[config.mk]
export PLATFORM = sky130hd
export DESIGN_NAME = otter_id_ex_stage
export DESIGN_NICKNAME = d
export VERILOG_FILES = /design/src/rtl/otter_pkg.sv /design/src/rtl/otter_alu_decode.sv /design/src/rtl/otter_id_ex_stage.sv
export SDC_FILE = /design/constraint.sdc
export NUM_CORES = 1
export LEC_CHECK = 0
export CORE_UTILIZATION = 41
export CTS_CLUSTER_DIAMETER = 80
export DETAILED_ROUTE_END_ITERATION = 7
export DONT_BUFFER_PORTS = 1
export HOLD_SLACK_MARGIN = 0.12
export PLACE_DENSITY_LB_ADDON = 0.15
export SETUP_SLACK_MARGIN = 0.4
export SYNTH_ARGS = -nofsm -noshare
export SYNTH_HDL_FRONTEND = slang
export SYNTH_SLANG_ARGS = --single-unit
[constraint.sdc]
create_clock -name clk_i -period 5.7 [get_ports clk_i]
set_clock_uncertainty 0.2 [all_clocks]
set_input_delay 1.14 -clock clk_i [delete_from_list [all_inputs] [get_ports clk_i]]
set_output_delay 1.14 -clock clk_i [all_outputs]
set_load 0.005 [all_outputs]
[src/rtl/otter_pkg.sv]
// Shared constants and types for the OTTER ID/EX stage: opcodes, one-hot ALU
// bit positions, operand-source and forwarding-select encodings.
package otter_pkg;

    localparam int ALU_FUN_W = 11;

    localparam logic [6:0] OPC_OP_IMM = 7'b0010011;
    localparam logic [6:0] OPC_OP     = 7'b0110011;
    localparam logic [6:0] OPC_LUI    = 7'b0110111;
    localparam logic [6:0] OPC_AUIPC  = 7'b0010111;
    localparam logic [6:0] OPC_JAL    = 7'b1101111;
    localparam logic [6:0] OPC_JALR   = 7'b1100111;
    localparam logic [6:0] OPC_LOAD   = 7'b0000011;
    localparam logic [6:0] OPC_STORE  = 7'b0100011;
    localparam logic [6:0] OPC_BRANCH = 7'b1100011;
    localparam logic [6:0] OPC_FENCE  = 7'b0001111;
    localparam logic [6:0] OPC_SYSTEM = 7'b1110011;

    localparam int ALU_ADD  = 0;
    localparam int ALU_SLL  = 1;
    localparam int ALU_SLT  = 2;
    localparam int ALU_SLTU = 3;
    localparam int ALU_XOR  = 4;
    localparam int ALU_SRL  = 5;
    localparam int ALU_OR   = 6;
    localparam int ALU_AND  = 7;
    localparam int ALU_SUB  = 8;
    localparam int ALU_SRA  = 9;
    localparam int ALU_PASS = 10;

    typedef enum logic [1:0] {OP1_RS1, OP1_PC, OP1_IMM} op1_src_t;
    typedef enum logic [1:0] {OP2_RS2, OP2_IMM, OP2_FOUR} op2_src_t;
    typedef enum logic [1:0] {
        FWD_RF     = 2'b00,
        FWD_EX_MEM = 2'b01,
        FWD_MEM_WB = 2'b10,
        FWD_RF_ALT = 2'b11
    } fwd_sel_t;

    function automatic logic [ALU_FUN_W-1:0] alu_onehot(input int idx);
        alu_onehot = ALU_FUN_W'(1) << idx;
    endfunction

endpackage

[src/rtl/otter_alu_decode.sv]
// Combinational decode of opcode/funct3/funct7b5 into the one-hot ALU
// function plus the operand-source selects for op1 and op2.
module otter_alu_decode
    import otter_pkg::*;
(
    input  logic [6:0]           opcode_i,
    input  logic [2:0]           funct3_i,
    input  logic                 funct7b5_i,
    output logic [ALU_FUN_W-1:0] alu_fun_o,
    output op1_src_t             op1_src_o,
    output op2_src_t             op2_src_o
);

    // Bit 30 only distinguishes SUB for register-register ops; ADDI ignores it.
    function automatic logic [ALU_FUN_W-1:0] arith_fun(input logic [2:0] f3,
                                                       input logic b5,
                                                       input logic is_reg);
        case (f3)
            3'b000:  arith_fun = (is_reg && b5) ? alu_onehot(ALU_SUB) : alu_onehot(ALU_ADD);
            3'b001:  arith_fun = alu_onehot(ALU_SLL);
            3'b010:  arith_fun = alu_onehot(ALU_SLT);
            3'b011:  arith_fun = alu_onehot(ALU_SLTU);
            3'b100:  arith_fun = alu_onehot(ALU_XOR);
            3'b101:  arith_fun = b5 ? alu_onehot(ALU_SRA) : alu_onehot(ALU_SRL);
            3'b110:  arith_fun = alu_onehot(ALU_OR);
            default: arith_fun = alu_onehot(ALU_AND);
        endcase
    endfunction

    always_comb begin
        alu_fun_o = '0;
        op1_src_o = OP1_RS1;
        op2_src_o = OP2_RS2;
        case (opcode_i)
            OPC_OP_IMM: begin
                alu_fun_o = arith_fun(funct3_i, funct7b5_i, 1'b0);
                op2_src_o = OP2_IMM;
            end
            OPC_OP: alu_fun_o = arith_fun(funct3_i, funct7b5_i, 1'b1);
            OPC_LUI: begin
                alu_fun_o = alu_onehot(ALU_PASS);
                op1_src_o = OP1_IMM;
            end
            OPC_AUIPC: begin
                alu_fun_o = alu_onehot(ALU_ADD);
                op1_src_o = OP1_PC;
                op2_src_o = OP2_IMM;
            end
            OPC_JAL, OPC_JALR: begin
                alu_fun_o = alu_onehot(ALU_ADD);
                op1_src_o = OP1_PC;
                op2_src_o = OP2_FOUR;
            end
            OPC_LOAD, OPC_STORE: begin
                alu_fun_o = alu_onehot(ALU_ADD);
                op2_src_o = OP2_IMM;
            end
            default: alu_fun_o = '0;
        endcase
    end

endmodule

[src/rtl/otter_id_ex_stage.sv]
// ID/EX pipeline register with ALU decode in ID and operand selection plus
// EX/MEM and MEM/WB forwarding in EX.
module otter_id_ex_stage
    import otter_pkg::*;
#(
    parameter int XLEN      = 32,
    parameter int ALU_FUN_W = 11
) (
    input  logic                 clk_i,
    input  logic                 rst_i,
    input  logic                 stall_i,
    input  logic                 flush_i,
    input  logic                 valid_i,
    input  logic [6:0]           opcode_i,
    input  logic [2:0]           funct3_i,
    input  logic                 funct7b5_i,
    input  logic [XLEN-1:0]      pc_i,
    input  logic [XLEN-1:0]      rs1_data_i,
    input  logic [XLEN-1:0]      rs2_data_i,
    input  logic [XLEN-1:0]      imm_i,
    input  logic [1:0]           fwd_a_i,
    input  logic [1:0]           fwd_b_i,
    input  logic [XLEN-1:0]      ex_mem_result_i,
    input  logic [XLEN-1:0]      mem_wb_result_i,
    output logic                 valid_o,
    output logic [ALU_FUN_W-1:0] alu_fun_o,
    output logic [XLEN-1:0]      op1_o,
    output logic [XLEN-1:0]      op2_o,
    output logic [XLEN-1:0]      rs2_fwd_o,
    output logic [XLEN-1:0]      pc_o
);

    logic [ALU_FUN_W-1:0] w_alu_fun;
    op1_src_t             w_op1_src;
    op2_src_t             w_op2_src;
    logic [XLEN-1:0]      w_rs1_fwd;
    logic [XLEN-1:0]      w_rs2_fwd;

    logic                 r_valid;
    logic [ALU_FUN_W-1:0] r_alu_fun;
    logic [XLEN-1:0]      r_pc;
    logic [XLEN-1:0]      r_rs1;
    logic [XLEN-1:0]      r_rs2;
    logic [XLEN-1:0]      r_imm;
    op1_src_t             r_op1_src;
    op2_src_t             r_op2_src;

    otter_alu_decode u_decode (
        .opcode_i   (opcode_i),
        .funct3_i   (funct3_i),
        .funct7b5_i (funct7b5_i),
        .alu_fun_o  (w_alu_fun),
        .op1_src_o  (w_op1_src),
        .op2_src_o  (w_op2_src)
    );

    // valid_o marks a real instruction in EX; a flush bubble is fully cleared
    // so alu_fun stays zero and no stale operands leak into the ALU.
    always_ff @(posedge clk_i) begin
        if (rst_i || flush_i) begin
            r_valid   <= 1'b0;
            r_alu_fun <= '0;
            r_pc      <= '0;
            r_rs1     <= '0;
            r_rs2     <= '0;
            r_imm     <= '0;
            r_op1_src <= OP1_RS1;
            r_op2_src <= OP2_RS2;
        end else if (!stall_i) begin
            r_valid   <= valid_i;
            r_alu_fun <= valid_i ? w_alu_fun : '0;
            r_pc      <= pc_i;
            r_rs1     <= rs1_data_i;
            r_rs2     <= rs2_data_i;
            r_imm     <= imm_i;
            r_op1_src <= w_op1_src;
            r_op2_src <= w_op2_src;
        end
    end

    always_comb begin
        case (fwd_sel_t'(fwd_a_i))
            FWD_EX_MEM: w_rs1_fwd = ex_mem_result_i;
            FWD_MEM_WB: w_rs1_fwd = mem_wb_result_i;
            default:    w_rs1_fwd = r_rs1;
        endcase
        case (fwd_sel_t'(fwd_b_i))
            FWD_EX_MEM: w_rs2_fwd = ex_mem_result_i;
            FWD_MEM_WB: w_rs2_fwd = mem_wb_result_i;
            default:    w_rs2_fwd = r_rs2;
        endcase
    end

    // Only rs-sourced operands see forwarding; pc, imm and the link constant never do.
    always_comb begin
        case (r_op1_src)
            OP1_PC:  op1_o = r_pc;
            OP1_IMM: op1_o = r_imm;
            default: op1_o = w_rs1_fwd;
        endcase
        case (r_op2_src)
            OP2_IMM:  op2_o = r_imm;
            OP2_FOUR: op2_o = XLEN'(4);
            default:  op2_o = w_rs2_fwd;
        endcase
    end

    assign valid_o   = r_valid;
    assign alu_fun_o = r_alu_fun;
    assign pc_o      = r_pc;
    assign rs2_fwd_o = w_rs2_fwd;

endmodule

Yosys cells after proc, flatten, opt, wreduce, memory -nomap -nowiden
Cells that the tools add are included.
{"block": "word_totals", "ff_bits": 144, "output_inout_bits": 140, "in_bits": 212}
{"block": "op_classes", "n_mux": 12, "reduce_logical": 6, "eq_ne": 22}
{"operator": "one-hot mux 32 bit (2 select lines)", "n": 4}
{"operator": "one-hot mux 11 bit (7 select lines)", "n": 2}
{"operator": "one-hot mux 11 bit (4 select lines)", "n": 1}
{"operator": "== test 7 x 6 -> 1 bit, second input constant", "n": 3}
{"operator": "== test 7 x 5 -> 1 bit, second input constant", "n": 2}
{"operator": "== test 7 bit, second input constant", "n": 2}
{"operator": "2-to-1 mux 11 bit", "n": 1}
{"operator": "2-to-1 mux 10 bit", "n": 1}
{"operator": "== test 3 bit, second input constant", "n": 3}
{"operator": "2-to-1 mux 9 bit", "n": 1}
{"operator": "== test 2 x 1 -> 1 bit, second input constant", "n": 4}
{"operator": "== test 2 bit, second input constant", "n": 4}
{"operator": "one-hot mux 2 bit (2 select lines)", "n": 2}
{"operator": "== test 7 x 2 -> 1 bit, second input constant", "n": 1}
{"operator": "== test 3 x 2 -> 1 bit, second input constant", "n": 2}
{"operator": "OR reduction 5 bit", "n": 1}
{"operator": "OR reduction 4 bit", "n": 1}
{"operator": "== test 3 x 1 -> 1 bit, second input constant", "n": 1}
{"operator": "logical NOT 3 bit", "n": 1}
{"operator": "OR reduction 3 bit", "n": 1}
{"operator": "OR reduction 2 bit", "n": 1}
{"operator": "logical OR 1 bit", "n": 1}

Logic depth before layout (Yosys ltp)
Gate-level depths: netlist of run 1.
{"block": "logic_depth", "word_depth": 4, "depth_mapped": 8, "ltp_nobuf": 6}

Modules after synthesis
Synthesis of run 1 repeated with hierarchy kept, for this count alone.
{"block": "hier_totals", "cells_unflattened": 889, "hier_area_um2": 7569.8}
{"mod": "otter_id_ex_stage", "cells_each": 853, "area_per_inst_um2": 7340.8, "seq_area_each_um2": 2882.8, "instances": 1}
{"mod": "otter_alu_decode", "cells_each": 36, "area_per_inst_um2": 229.0, "seq_area_each_um2": 0.0, "instances": 1}

Least setup slack after synthesis of run 1
OpenSTA, ideal clock, no wires.
{"block": "synth_path", "path_kind": "input to output", "startpoint": "input port fwd_b_i[0]", "endpoint": "output port op2_o[14]", "setup_slack_ns": 2.185, "required_time_ns": 4.360, "stages": 7, "arrival_ns": 2.175, "cell_sequence": "inv_1 -> ha_1 -> buf_4 -> clkbuf_1 -> o21ai_0 -> nand2_1 -> o21ai_1"}
{"block": "synth_between", "elab_chain_cells": 3, "word_cells_on_any_way": 4}
{"element": "start: declaration", "line": "otter_id_ex_stage.sv:22", "text": "input logic [1:0] fwd_b_i,"}
{"element": "== test 2 bit or == test 2 x 1 -> 1 bit (tied branches)", "line": "otter_id_ex_stage.sv:87", "text": "case (fwd_sel_t'(fwd_b_i))"}
{"element": "one-hot mux 32 bit (2 select lines) *", "line": "otter_id_ex_stage.sv:87"}
{"element": "net rs2_fwd_o[14]", "line": "otter_id_ex_stage.sv:29", "text": "output logic [XLEN-1:0] rs2_fwd_o,"}
{"element": "one-hot mux 32 bit (2 select lines) *", "line": "otter_id_ex_stage.sv:101", "text": "case (r_op2_src)"}
{"element": "end: declaration", "line": "otter_id_ex_stage.sv:28", "text": "output logic [XLEN-1:0] op2_o,"}
The timed path passes the listed nets; every way through them passes the cells marked *.

Worst setup path in the final report of run 1
{"block": "layout_path", "startpoint": "input port fwd_b_i[1]", "endpoint": "output port op2_o[18]"}
Same word-level chain as after synthesis.

==> results of run 1 <==
worst max path at each step:
stage	endpoint	slack (ps)	depth (start not counted)
floorplan	op2_o[14]	2190	7
global placement	op2_o[18]	1400	7
detailed placement	op2_o[19]	1390	7
CTS	op2_o[19]	1380	7
global route	op2_o[19]	1110	7
finish	op2_o[18]	1270	7
metrics by stage:
stage          instances  power [mW]
6_report            1137        2.42
4_1_cts             1136        2.44
2_1_floorplan        948        1.30
3_3_place_gp        1104        1.34
3_5_place_dp        1104        1.34
5_1_grt             1136        2.51
cell usage after synthesis:
library cell / number
o21ai_2: 2
and3_4: 1
o31ai_1: 1
and2_1: 1
buf_6: 2
nand3b_1: 2
nand3_2: 1
nand3_1: 7
a211o_1: 1
buf_2: 28
nor2_1: 139
o21ai_0: 115
and4_2: 1
nand4b_1: 2
ha_1: 8
nor3_1: 1
buf_1: 4
inv_1: 9
nor2b_4: 1
buf_4: 15
o21ai_1: 18
and2b_1: 1
and2b_2: 1
nand2b_1: 1
a21oi_1: 8
or2_1: 1
and4b_1: 1
mux2i_1: 129
clkbuf_1: 32
a22oi_1: 100
nand2_1: 165
dfxtp_1: 144
nand4_1: 4
and4bb_2: 1
clkbuf_8: 1
state kept, by name (all words and copies together) (netlist names):
register,count
r_rs1,32
alu_fun_o,11
r_op2_src,2
r_rs2,32
r_op1_src,2
r_imm,32
pc_o,32
valid_o,1
layer usage:
layer / vias up / GRT usage, % / part of all wire (%)
li1: 3202 / - / -
met1: 3091 / 39.0 / 46
met2: 325 / 35.0 / 41
met3: 34 / 8.54 / 11
met4: 2 / 8.51 / 2.0
met5: - / 0 / 0.045
power groups by stage:
stage | combinational (mW) | clock, mW | sequential (mW)
5_1_grt | 0.284 | 1.16 | 1.06
4_1_cts | 0.259 | 1.12 | 1.06
2_1_floorplan | 0.225 | 0 | 1.07
6_report | 0.260 | 1.10 | 1.06
3_3_place_gp | 0.257 | 0 | 1.08
3_5_place_dp | 0.257 | 0 | 1.08
worst register-to-register path: stages, from the launching register on:
cell,delay (ps)
dfxtp_1,350
mux2i_1,220
nor2_1,60
kinds of logic (layout without fill, tap and decap cells):
kind of cell	after synthesis	in the layout	synth area share (%)
simple gates	331	331	17.7
compound gates	245	245	19.7
flops	144	144	38.1
mux	129	129	17.1
buf+inv	91	50	6.05
fa+ha+maj	8	8	1.32
other cells	0	1	0
cell type report:
type | count | area [um^2]
Antenna cell | 1 | 2.50
Clock buffer | 18 | 439
Clock inverter | 14 | 140
Fill cell | 1891 | 9940
Inverter | 9 | 33.8
Multi-Input combinational cell | 713 | 4240
Sequential cell | 144 | 2880
Tap cell | 229 | 287
Timing Repair Buffer | 9 | 67.6
==> results.cfg, run 1 <==
[grt]
grt_pass1_wl_mm = 36.4
grt_use_total_pct = 26.3
grt_max_degree = 151
overflow = 0
grt_pass1_vias = 5827
antenna_found_initial = 2

[yosys]
synth.area.top_cells = dfxtp_1, mux2i_1, a22oi_1, nand2_1, o21ai_0
synth_seq_cells = 144
synth.distinct_cells = 35
syn_inst = 948
ys_warn_count = 0
syn_area_per_cell_um2 = 7.98
yosysSeqAreaShare_pct = 38.1
synth.largest_area_cell = dfxtp_1
syn_area_um2 = 7560
synth_top_area_share_pct = 38.1
synthesis.nets = 1168

[pwr]
power_frac_clock_pct = 45.4
seq_power_share_pct = 43.9
p_leak_nw = 3.03
p_sw_share_pct = 28.6
power_density_nw_per_um2 = 299
intPower_mw = 1.73
ir_worst_vdd_uv = 181
p_comb_share_pct = 10.8
power_switching_mw = 0.692

[timing]
period_needed_ps = 4430
finalHoldViolCount = 0
max_freq_ghz = 0.226
period_share_pct = 77.7
slew_violations = 0
finalSetupTns_ps = 0
fin_ws_ps = 1270
slew_headroom_pct = 31.5
setup_viol = 0
worst_slew_pin_slew_ps = 1030
rsz0062_at_grt = no
holdWs_ps = 285

[die]
die_x_um = 138
die_area_um2 = 19000
start_util_pct = 42.0
ios = 352
core_area_um2 = 18000
row_count = 49
die_h_um = 138

[cts]
insertion_delay_ps = 420
cts_setup_buffers = 0
cts_sinks = 144
cts_tree = yes
clk_path_buf_depth = 2
cts_buffers = 17
clockRootBuffer = clkbuf_16
cts.repair.resized = 0
cts_hold_buf = 0
cts_max_level = 4
clkTransAtPathRegs_ps = 70

[detailed_routing]
wirelength_mm = 26.6
drc = 0
vias = 6654
ant_nets = 0
dr.first_iter.drc_count = 658
drt_pre_antenna_iters = 7
vias_per_cell = 5.85
wl_per_cell_um = 23.4

[worst_hold_path]
holdPathStages = 2
min_to = alu_fun_o[7]
worstHoldStart = alu_fun_o[7]
holdCritPathClass = reg -> reg

[setup_path]
r2r-end = pc_o[1]
reg2reg_depth = 2
cp.required_ps = 4360
cp_cell_sequence = inv_1 > ha_1 > buf_4 > a22oi_1 > o21ai_0 > nand2_1 > o21ai_0
setup.worst_path.start = fwd_b_i[1]
critPathLaunchType = primary input
cpLargestDelayFamily = compound AO/OA/AOI/OAI gates
crit_top_cell = o21ai_0
crit_slowest_cell = ha_1
cp_max_fo = 20
endpoint_kind = output pin
crit_buf_inv = 2
reg2reg_slack_ps = 4750
path_class = in -> out
cp.arrival_ps = 3090
reg2reg_from = pc_o[1]
cpPeakStageDelay_ps = 670

[cells_and_area]
fin_nets = 1114
final_common_cell = nand2_1
area_growth_pct = 6.93
final_cell_mix = nand2_1, dfxtp_1, nor2_1
design_area_um2 = 8090
drive_gt1_share_pct = 5.95
finish.utilization_pct = 44.9

[placement]
placed_cell_area_um2 = 7510
dp_slack_ps = 1390
place_congestion = 0.869
port_buffers = 0
dp_hpwl_mm = 19.4

[flow_run]
max-cap-violations = 0

[status]
status = finished, final reports clean
(Power assumes the default switching activity.)
==> run 2: changes to the inputs <==
Clock period 5.7 ns to 3.7 ns, I/O delays scaled along.
==> run 2 against run 1 <==
Against the previous run:
- setup slack lost 700 ps
- clock power increased by 67%
- cell area increased by 3.7%
- worst hold slack got worse by 95 ps
- non-clock buffer count up 26
- critical path depth did not move
- critical endpoint is now op2_o[15]
==> results.cfg, run 2 (synthesis gave the netlist of run 1 again) <==
[status]
status = finished, final reports clean

[setup_path]
cp.required_ps = 2760
cp.arrival_ps = 2190
crit_buf_inv = 2
cpPeakStageDelay_ps = 470
cpLargestDelayFamily = compound AO/OA/AOI/OAI gates
path_class = in -> out
crit_slowest_cell = o21ai_0
cp_max_fo = 21
critPathLaunchType = primary input
endpoint_kind = output pin
reg2reg_from = alu_fun_o[0]
cp_cell_sequence = inv_1 > ha_2 > buf_12 > a22oi_1 > o21ai_0 > nand2_1 > o21ai_1
setup.worst_path.start = fwd_b_i[0]

[timing]
max_freq_ghz = 0.319
period_share_pct = 84.6
finalSetupTns_ps = 0
finalHoldViolCount = 0
holdWs_ps = 191
rsz0062_at_grt = no
slew_violations = 0
period_needed_ps = 3130
setup_viol = 0
worst_slew_pin_slew_ps = 734
fin_ws_ps = 568
slew_headroom_pct = 51.1

[grt]
grt_pass1_vias = 5910
antenna_found_initial = 1
grt_use_total_pct = 26.7
grt_pass1_wl_mm = 37.1
grt_max_degree = 151
overflow = 0

[detailed_routing]
drt_pre_antenna_iters = 5
drc = 0
dr.first_iter.drc_count = 710
vias = 6695
wl_per_cell_um = 23.1
ant_nets = 0
vias_per_cell = 5.76
wirelength_mm = 26.8

[pwr]
power_switching_mw = 1.05
power_frac_clock_pct = 47.0
seq_power_share_pct = 41.8
power_density_nw_per_um2 = 466
p_leak_nw = 3.20
p_comb_share_pct = 11.1
intPower_mw = 2.86
p_sw_share_pct = 26.8
ir_worst_vdd_uv = 425
power_mw = 3.91

[die]
core_area_um2 = 18000
ios = 352
die_x_um = 138
start_util_pct = 42.0
die_area_um2 = 19000
row_count = 49
die_h_um = 138

[cts]
insertion_delay_ps = 420
cts_tree = yes
clk_path_buf_depth = 2
cts_setup_buffers = 0
clkTransAtPathRegs_ps = 70
cts_buffers = 17
clockRootBuffer = clkbuf_16
cts_max_level = 4
cts.repair.resized = 0
cts_hold_buf = 0
cts_sinks = 144

[cells_and_area]
final_common_cell = nand2_1
fin_cells = 1163
finish.utilization_pct = 46.5
fin_nets = 1140
area_growth_pct = 10.9
final_cell_mix = nand2_1, dfxtp_1, nor2_1
drive_gt1_share_pct = 8.47
nFillCells = 1865
design_area_um2 = 8390

[placement]
dp_hpwl_mm = 20.0
dp.cells = 1130
place_congestion = 0.881
dp_slack_ps = 558
placed_cell_area_um2 = 7760
port_buffers = 0

[flow_run]
max-cap-violations = 0

[worst_hold_path]
worstHoldStart = funct7b5_i
holdCritPathClass = in -> reg
## run 2: cell types whose count changed in the layout (fill, tap and decap cells not counted), sizes merged
cell / before / now
buf: 9 / 35
bufinv: 0 / 3
clkinv: 3 / 0
clkinvlp: 2 / 3
inv: 18 / 17
## run 2: final timing paths
path | end | cells after the start | slack, ps
worst max-delay path | op2_o[15] | 7 | 570
worst min-delay path | alu_fun_o[5] | 1 | 190
worst max register to register | alu_fun_o[0] | 2 | 2790
worst min register to register | alu_fun_o[7] | 2 | 280
## run 2: layout make-up
type / instances / area [um^2] / area share (%)
sequential: 144 / 2880 / 34.4
inverter: 9 / 33.8 / 0.403
tap: 229 / 287 / 3.42
clock inverter: 14 / 193 / 2.30
clock buffer: 18 / 429 / 5.12
antenna: 1 / 2.50 / 0.0298
multi-input combinational: 713 / 4240 / 50.5
timing repair buffer: 35 / 325 / 3.88
## run 2: power groups by stage
stage	logic (mW)	clock network (mW)	registers, mW
4_1_cts	0.430	1.88	1.63
2_1_floorplan	0.347	0	1.65
5_1_grt	0.476	1.93	1.64
3_5_place_dp	0.429	0	1.67
6_report	0.435	1.84	1.64
3_3_place_gp	0.428	0	1.67
## run 2: metal layers
metal / up-vias / track usage [%] / wire length, um
li1: 3249 / - / -
met1: 3044 / 39.6 / 12500
met2: 356 / 35.7 / 10900
met3: 44 / 8.72 / 2840
met4: 2 / 8.39 / 507
met5: - / 0 / 13
==> run 3: changes to the inputs <==
Clock period 3.7 ns to 2.8 ns, I/O delays scaled along.
==> run 3 against run 2 <==
Against the previous run:
- setup slack got worse by 190 ps
- power rose by 37%
- die area did not move
- cell count rose by 20%
- sequential cell count did not move
- global-route usage rose by 3.7 points
- via count rose by 19%
- sequential share of layout area fell by 8.1 points
- non-clock buffer count rose by 229
- clock power rose by 21%
- utilization rose by 14 points
- worst hold slack got worse by 51 ps
- critical endpoint is now op2_o[19]
==> results.cfg, run 3 (synthesis gave the netlist of run 1 again) <==
[die]
row_count = 49
die_h_um = 138
start_util_pct = 42.0
core_area_um2 = 18000
die_area_um2 = 19000
ios = 352
die_x_um = 138

[setup_path]
reg2reg_slack_ps = 1260
cpPeakStageDelay_ps = 300
cp.required_ps = 2040
crit_buf_inv = 2
cp_max_fo = 11
critPathCapture = op2_o[19]
cp.arrival_ps = 1660
cp_num_cells = 6
endpoint_kind = output pin
cpLargestDelayFamily = compound AO/OA/AOI/OAI gates
reg2reg_from = pc_o[28]
path_class = in -> out
reg2reg_depth = 3
crit_slowest_cell = ha_4
crit_top_cell = o21ai_1
r2r-end = pc_o[28]
critPathLaunchType = primary input
setup.worst_path.start = fwd_b_i[0]
cp_cell_sequence = inv_1 > ha_4 > buf_4 > o21ai_1 > nand2_1 > o21ai_1

[timing]
rsz0062_at_grt = yes
max_freq_ghz = 0.413
period_needed_ps = 2420
setup_viol = 0
slew_violations = 0
worst_slew_pin_slew_ps = 1140
finalHoldViolCount = 0
slew_headroom_pct = 24.0
finalSetupTns_ps = 0
period_share_pct = 86.5

[cells_and_area]
area_growth_pct = 45.2
final_common_cell = dlygate4sd3_1
diodes = 0
final_cell_mix = dlygate4sd3_1, nand2_1, dfxtp_1
fin_nets = 1369
drive_gt1_share_pct = 15.0
finish.utilization_pct = 60.9
nFillCells = 1629

[cts]
clockRootBuffer = clkbuf_16
cts_sinks = 144
insertion_delay_ps = 420
cts_buffers = 17
clk_path_buf_depth = 2
cts_max_level = 4
clkTransAtPathRegs_ps = 60
cts_tree = yes

[grt]
grt_pass1_wl_mm = 43.0
grt_max_degree = 113
overflow = 0
antenna_found_initial = 1
grt_pass1_vias = 7353
grt_use_total_pct = 30.5

[detailed_routing]
drc = 0
drt_pre_antenna_iters = 5
vias = 7994
dr.first_iter.drc_count = 746
wirelength_mm = 31.5
ant_nets = 0
wl_per_cell_um = 22.6
vias_per_cell = 5.75

[pwr]
ir_worst_vdd_uv = 455
power_mw = 5.34
power_density_nw_per_um2 = 486
p_leak_nw = 4.27

[placement]
dp_hpwl_mm = 20.1
port_buffers = 0
place_congestion = 0.911

[flow_run]
max-cap-violations = 0

[worst_hold_path]
holdCritPathClass = in -> reg

[status]
status = finished, final reports clean
==> run 3: cell types whose count changed in the layout (fill, tap and decap cells not counted), moves of 4 or more <==
cell / delta
clkbuf_16: +4
buf_4: +21
ha_4: +4
a22oi_2: +8
o21ai_1: +50
o21ai_2: +40
dlygate4sd3_1: +188
buf_6: +4
a22oi_1: -8
buf_12: +8
o21ai_0: -91
==> run 3: metrics by stage <==
stage / std cells / hold WS, ps / worst slack (ps) / instance area (um^2)
after detailed placement: 1156 / 280 / 201 / 8030
after floorplan: 948 / 253 / 445 / 7560
after CTS: 1380 / 120 / 351 / 10600
after global placement: 1156 / 274 / 217 / 8030
final: 1391 / 139 / 378 / 11000
after global routing: 1391 / 142 / 360 / 11000
==> run 3: worst min path at each step <==
stage / cells past startpoint / slack, ps / endpoint / start
floorplan: 2 / 250 / alu_fun_o[2] / alu_fun_o[2]
global placement: 2 / 270 / r_op2_src[0] / r_op2_src[0]
detailed placement: 2 / 280 / alu_fun_o[7] / alu_fun_o[7]
CTS: 2 / 120 / r_imm[27] / stall_i
global route: 2 / 140 / r_imm[14] / stall_i
finish: 2 / 140 / r_imm[12] / stall_i
==> run 3: area by class of cell <==
cell class                      count  area (um^2)  area share [%]
Timing Repair Buffer              264         2730            24.8
Inverter                            9         33.8           0.308
Sequential cell                   144         2890            26.3
Tap cell                          229          287            2.61
Clock buffer                       18          429            3.91
Multi-Input combinational cell    713         4480            40.8
Clock inverter                     14          141            1.29
==> run 3: repair_timing <==
action | CTS | global route
pin swaps | 2 | 5
setup endpoints to repair | 93 | 80
cloned | 0 | 6
resized for setup | 60 | 105
endpoints found under the hold margin | 142 | 0
setup buffers | 4 | 5
hold buffers | 188 | 0
==> run 3: per-layer routing <==
layer,share of wire (%),global-route usage [%],up-vias
met1,44,42.5,3736
met5,0.041,0,-
met2,45,45.6,460
met4,2.3,8.70,2
li1,-,-,3729
met3,9.2,8.39,67
==> run 3: worst reg2reg max path, delay by kind of cell (launching register included) <==
family / cells / cell delay [ps]
simple gates: 1 / 120
flops: 1 / 430
buf+inv: 1 / 610
mux: 1 / 120
==> run 3: power breakdown <==
part,switching [mW],internal (mW)
Clock,1.04,1.18
Combinational,0.462,0.490
Sequential,0.0552,2.11
Total,1.56,3.78
